### config.mk
export PLATFORM = sky130hd
export DESIGN_NAME = mult_share_arb
export DESIGN_NICKNAME = d
export VERILOG_FILES = /design/src/rtl/mult_share_arb.sv
export SDC_FILE = /design/constraint.sdc
export NUM_CORES = 1
export LEC_CHECK = 0
export ABC_AREA = 1
export BUFFER_PORTS_ARGS = -buffer_cell sky130_fd_sc_hd__clkbuf_2
export CORE_ASPECT_RATIO = 0.9
export CORE_MARGIN = 5
export CORE_UTILIZATION = 49
export DETAILED_ROUTE_END_ITERATION = 16
export GPL_ROUTABILITY_DRIVEN = 0
export PLACE_DENSITY = 0.93
export SETUP_SLACK_MARGIN = 0.2
export SLEW_MARGIN = 20
export SYNTH_ARGS = -nofsm -noshare
export SYNTH_HDL_FRONTEND = slang
export SYNTH_SLANG_ARGS = --single-unit
### constraint.sdc
create_clock -name clk -period 2.6 [get_ports clk]
set_input_delay 0.65 -clock clk [delete_from_list [all_inputs] [get_ports clk]]
set_output_delay 0.65 -clock clk [all_outputs]
set_load 0.02 [all_outputs]
### src/rtl/mult_share_arb.sv
// Round-robin front end that shares one pipelined multiplier among NREQ clients and routes
// each product back to its owner by tag. Define MULT_ARB_CHECK_EN to add the sticky err output.
module mult_share_arb #(
    parameter int N    = 8,
    parameter int M    = 4,
    parameter int NREQ = 4,
    parameter int LAT  = M
) (
    input  logic              clk,
    input  logic              rstn,
    input  logic [NREQ-1:0]   req_valid,
    output logic [NREQ-1:0]   req_ready,
    input  logic [NREQ*N-1:0] req_mult1,
    input  logic [NREQ*M-1:0] req_mult2,
    output logic [NREQ-1:0]   resp_valid,
    output logic [N+M-1:0]    resp_res,
    output logic              mul_data_rdy,
    output logic [N-1:0]      mul_mult1,
    output logic [M-1:0]      mul_mult2,
    input  logic              mul_res_rdy,
    input  logic [N+M-1:0]    mul_res,
    output logic              busy
`ifdef MULT_ARB_CHECK_EN
    ,
    output logic              err
`endif
);
    localparam int IDW = (NREQ > 1) ? $clog2(NREQ) : 1;
    localparam logic [NREQ-1:0] ONE = NREQ'(1);

    logic [IDW-1:0]  ptr;
    logic [IDW-1:0]  grant_id;
    logic [NREQ-1:0] above_ptr;
    logic [NREQ-1:0] pick_src;
    logic            transfer;
    logic [LAT:0]    tag_v;
    logic [IDW-1:0]  tag_id [LAT+1];

    // Requests above the pointer win first; otherwise wrap to the lowest asserted index.
    always_comb begin
        // NOTE: every signal written here gets a default first, so no latch can be inferred.
        above_ptr = '0;
        grant_id  = '0;
        for (int i = 0; i < NREQ; i++) begin
            above_ptr[i] = (IDW'(i) > ptr);
        end
        pick_src = (|(req_valid & above_ptr)) ? (req_valid & above_ptr) : req_valid;
        for (int i = NREQ - 1; i >= 0; i--) begin
            if (pick_src[i]) grant_id = IDW'(i);
        end
        transfer  = rstn && (|req_valid);
        req_ready = transfer ? (ONE << grant_id) : '0;
    end

    always_ff @(posedge clk) begin
        // NOTE: state is updated with non-blocking assignments so every register sees pre-edge values.
        if (!rstn) begin
            ptr          <= IDW'(NREQ - 1);
            mul_data_rdy <= 1'b0;
            mul_mult1    <= '0;
            mul_mult2    <= '0;
            tag_v        <= '0;
            resp_valid   <= '0;
            resp_res     <= '0;
        end else begin
            mul_data_rdy <= transfer;
            if (transfer) begin
                ptr       <= grant_id;
                mul_mult1 <= req_mult1[grant_id*N +: N];
                mul_mult2 <= req_mult2[grant_id*M +: M];
            end
            tag_v <= {tag_v[LAT-1:0], transfer};
            if (tag_v[LAT]) begin
                resp_valid <= ONE << tag_id[LAT];
                resp_res   <= mul_res;
            end else begin
                resp_valid <= '0;
            end
        end
    end

    // NOTE: tag ids carry no reset; the matching valid bit alone decides whether an id means anything.
    always_ff @(posedge clk) begin
        tag_id[0] <= grant_id;
        for (int k = 1; k <= LAT; k++) begin
            tag_id[k] <= tag_id[k-1];
        end
    end

    assign busy = mul_data_rdy | (|tag_v);

`ifdef MULT_ARB_CHECK_EN
    // A result strobe that disagrees with the tag tail means the multiplier latency is not LAT.
    always_ff @(posedge clk) begin
        if (!rstn) begin
            err <= 1'b0;
        end else if (mul_res_rdy != tag_v[LAT]) begin
            err <= 1'b1;
        end
    end
`else
    logic unused_res_rdy;
    assign unused_res_rdy = mul_res_rdy;
`endif

endmodule

# After elaboration in Yosys (flattened, before gate mapping)
# Memories as Yosys holds them, arrays and structs flattened.
# Index checks and enable logic that the tools add are counted.
[op_classes] n_lt_le_gt_ge=4 shifts=4 n_mux=6 bitwise=2 n_reduce_logical=5
[op_table] operator="32-bit by 6-bit indexed part select with 8-bit output" count=1
[op_table] operator="16-bit by 5-bit indexed part select with 4-bit output" count=1
[op_table] operator="2-bit 2-to-1 mux" count=4
[op_table] operator="4-bit 2-to-1 mux" count=2
[op_table] operator="4-bit OR reduction" count=2
[op_table] operator="1-bit by 2-bit << shifter with 4-bit output (first input constant)" count=2
[op_table] operator="5-bit OR reduction" count=1
[op_table] operator="4-bit AND" count=1
[op_table] operator="1-bit by 2-bit > comparator with 1-bit output (first input constant)" count=2
[op_table] operator="2-bit > comparator (first input constant)" count=2
[op_table] operator="2-bit AND reduction" count=1
[op_table] operator="1-bit logical AND" count=1
[op_table] operator="1-bit bitwise OR" count=1
[totals] regBits=36 ram_bits=10 inputBits=67 out_inout_bits=34 word_cells=29 n_memories=1
[mem_list] memory="tag_id" words=5 word_bits=2 rd=5 rd_ports_with_merged_regs=0 wr=5 line="37" rtl="logic [IDW-1:0] tag_id [LAT+1];"

# Depth between registers and ports, before layout
[logic_depth] word_depth=10 depth_mapped=12 depth_no_buf=11

# Worst setup path before layout
# No wires, ideal clock.
[synth_timing] kind="input -> output" start="input rstn" end="output req_ready[0]" t_arrival_ps=1707 t_required_ps=1950 path_slack_ps=243 path_stages=8 path_buffers=2 path_cell_list="clkbuf_2 -> inv_2 -> nor2_4 -> inv_2 -> nor2_2 -> buf_4 -> inv_1 -> nor2_1"
[synth_between] elab_chain_cells=2
[synth_lines] element="from (decl)" line="10" rtl="input logic rstn,"
[synth_lines] element="1-bit logical AND" line="51" rtl="transfer = rstn && (|req_valid);"
[synth_lines] element="4-bit 2-to-1 mux" line="52" rtl="req_ready = transfer ? (ONE << grant_id) : '0;"
[synth_lines] element="to (decl)" line="12" rtl="output logic [NREQ-1:0] req_ready,"
# No other way between the ends.

# Worst setup path in the final report
[layout_timing] start="input req_valid[2]" end="output req_ready[0]"
[layout_between] elab_chain_cells=9 word_cells_on_any_way=11 classes_between="1 x shift; 6 x mux; 1 x bitwise; 3 x reduce/logical"
[layout_lines] element="from (decl)" line="11" rtl="input logic [NREQ-1:0] req_valid,"
[layout_lines] element="4-bit AND" line="47" rtl="pick_src = (|(req_valid & above_ptr)) ? (req_valid & above_ptr) : req_valid;"
[layout_lines] element="4-bit OR reduction" line="47"
[layout_lines] element="4-bit 2-to-1 mux" line="47"
[layout_lines] element="2-bit 2-to-1 mux (4 in a row)" line="49" rtl="if (pick_src[i]) grant_id = IDW'(i);"
[layout_lines] element="1-bit by 2-bit << shifter with 4-bit output" line="52"
[layout_lines] element="4-bit 2-to-1 mux *" line="52"
# Mark *: on every way between the ends. The rest lies on a longest branch, timed or not.

==> summary.md <==
| Metric | Value |
|---|---|
| Least-Margin Pin Slew | 0.449 ns |
| Yosys top cell area share | 43.1% |
| Final ANT Viol Nets | 0 |
| Top cells by area, synth | dfxtp_1 (43%), nand2_1 (10%), nand3_1 (9.8%) |
| Critical path cell sequence | buf_4, nand2_4, nand4_1, nand2_2, nor2_4, buf_4, nor2_4, inv_2, nor2_2, buf_6 |
| Vias in the first global route | 2,095 |
| CP required | 1.95 ns |
| Synth top cells by count | nand2_1 (57), inv_1 (54), dfxtp_1 (45), nand3_1 (41), nor2_1 (33) |
| Ratio of cells with drive above 1 in the final layout | 37.0% |
| Hold crit path type | reg2reg |
| Final worst-path cycle share | 90.1% |
| Pwr Density | 603 mW/mm² |
| CTS Hold Buffers Added | 0 |
| Status | completed |
| Via Count | 2,165 |
| Worst-path clk slew | 0.09 ns |
| Post-synth top area cell | dfxtp_1 |
| CTS H-Tree Depth | 2 |
| Hold Violations, Final | 0 |
| Critical Path Max Stage Delay | 0.13 ns |
| Buf/Inv on CP | 4 |
| Yosys Warn Count | 0 |
| Clock skew | 0.00954 ns |
| Setup TNS Final | 0 ns |
| CTS Sinks | 45 |
| Residual DRC | 0 |
| Clk buf depth | 2 |
| Number of synthesized flops with an enable pin | 0 |
| Post-Syn Area | 0.00209 mm² |
| Final HPWL DP | 4.08 mm |
| ANT cells | 0 |
| RSZ-0062 raised after global routing | yes |
| Register area share after synthesis | 43.1% |
| Final period demand of the worst path | 2.34 ns |
| Largest delay contributor family on the critical path | simple AND/OR/NAND/NOR gates |
| Post-synth net total | 357 |
| Worst skew pair latency | 0.30 ns |
| Port buffer count | 99 |
| Die X | 78.9 µm |
| Ports | 101 |
| First-pass GRT wire length | 8.76 mm |
| Synth unique cells | 26 |
| Crit path arrival time | 1.69 ns |
| Maximum vdd ir drop | 0.000412 V |
| Root Driver | clkbuf_8 |
| F_max | 427 MHz |
| Mapped Avg Cell Area | 7.21 µm² |
| Max Slew Vio Count | 0 |
| Initial DRC count | 97 |
| Leak | 1.64 nW |
| TritonCTS clock tree | built |
| Starting Density | 51.0% |
| Final setup vio count | 0 |
| GR Util All Layers | 19.1% |
| CP max FO | 3 |
| Gr ovfl total | 0 |
| Die Y | 72.0 µm |
| Core box area | 0.00410 mm² |
| TritonCTS Buffers | 5 |
| Critical path class | in2out |
| Largest net degree at the start of global routing | 26 |
| Max-cap viol count | 0 |
| Post-synthesis register bit count | 45 |
| Design area | 0.00283 mm² |
| Post-synth ARST share | 0% |
| Slew HR | 69.9% |
| Post-Synthesis Cells | 290 |
| Area Growth Syn to Fin | 35.3% |
| Post-DR wirelength/cell | 11.8 µm |
| Vias per cell | 4.87 |
| Initial antenna violation count | 0 |
| Placed inst area | 0.00263 mm² |
| Slowest-stage cell, CP | buf_4 |
| Area of the die | 0.00568 mm² |
| CP Launch Type | primary input |
| Primary FF master, synth | dfxtp_1 |
| Most common cell in the netlist | nand2_1 |
| Crit. End Element | primary output |
| Fin nets | 463 |
| Drt pass-1 iters | 5 |
| DRT Wirelength | 5.27 mm |
| Row cnt | 22 |
[state kept, by name (all words and copies together), names as in the netlist]
signal	cells
resp_res	12
tag_id	10
mul_mult1	8
tag_v	5
mul_mult2	4
resp_valid	4
ptr	2
[report_power, final]
group          internal, mW  switching (mW)
clock                 0.194           0.240
combinational         0.187           0.289
sequential            0.759          0.0360
[path summary, 6_finish.rpt]
check | start | end | slack [ns] | depth (start not counted)
min reg2reg | tag_id[0][2]$_DFF_P_ | tag_id[0][4]$_DFF_P_ | 0.32 | 0
max | req_valid[2] | req_ready[0] | 0.26 | 10
max reg2reg | ptr[1]$_SDFFE_PN1P_ | mul_mult1[6]$_SDFFE_PN0P_ | 0.96 | 11
min | tag_id[0][2]$_DFF_P_ | tag_id[0][4]$_DFF_P_ | 0.32 | 0
[area by class of cell]
cell class                      count  area (µm²)
Clock inverter                      3        25.0
Timing Repair Buffer              111         608
Inverter                           60         243
Tap cell                           48        60.1
Multi-Input combinational cell    173         918
Clock buffer                        5        68.8
Sequential cell                    45         906
Fill cell                         325        1270
[cells in the final DEF, fill, tap and decap left out, types with 4 or more instances in the layout]
master / n
clkbuf_2: 93
nand2_1: 54
inv_1: 52
dfxtp_1: 43
nand3_1: 41
nor2_1: 30
buf_4: 16
o21ai_0: 12
o211ai_1: 9
nand2_2: 5
clkbuf_8: 5
nor2_4: 4
nand3b_1: 4
[layer usage]
metal | part of all wire, % | up-vias | wire length (µm) | global-route usage, %
met5 | 0 | - | 0 | 0
met4 | 2.4 | 0 | 127 | 9.35
met3 | 8.8 | 11 | 461 | 4.59
met2 | 50 | 97 | 2630 | 34.0
met1 | 39 | 946 | 2050 | 21.5
li1 | - | 1111 | - | -
[timing repair]
action | CTS | global route
buffers inserted | 1 | 2
resized for setup | 2 | 33
pin swaps | 2 | 7
endpoints found under the setup margin | 2 | 4
[kinds of logic after synthesis]
kind of cell / count (synthesis) / synth area share [%]
AOI/OAI and AO/OA: 22 / 6.46
DFF: 45 / 43.1
and+or+nand+nor: 151 / 35.4
buffers and inverters: 72 / 15.1
[per-stage QoR]
stage               total power, mW  setup slack (ns)  hold WS [ns]  util (%)  std cells
floorplan                      1.10             0.243         0.310         -        290
global placement               1.23             0.157         0.312      64.1        434
detailed placement             1.24             0.127         0.312      64.1        434
CTS                            1.68             0.202         0.327      66.7        443
global route                   1.81             0.148         0.335      69.0        445
finish                         1.70             0.257         0.322      69.0        445
No activity file was read; power rests on OpenSTA's default activity.
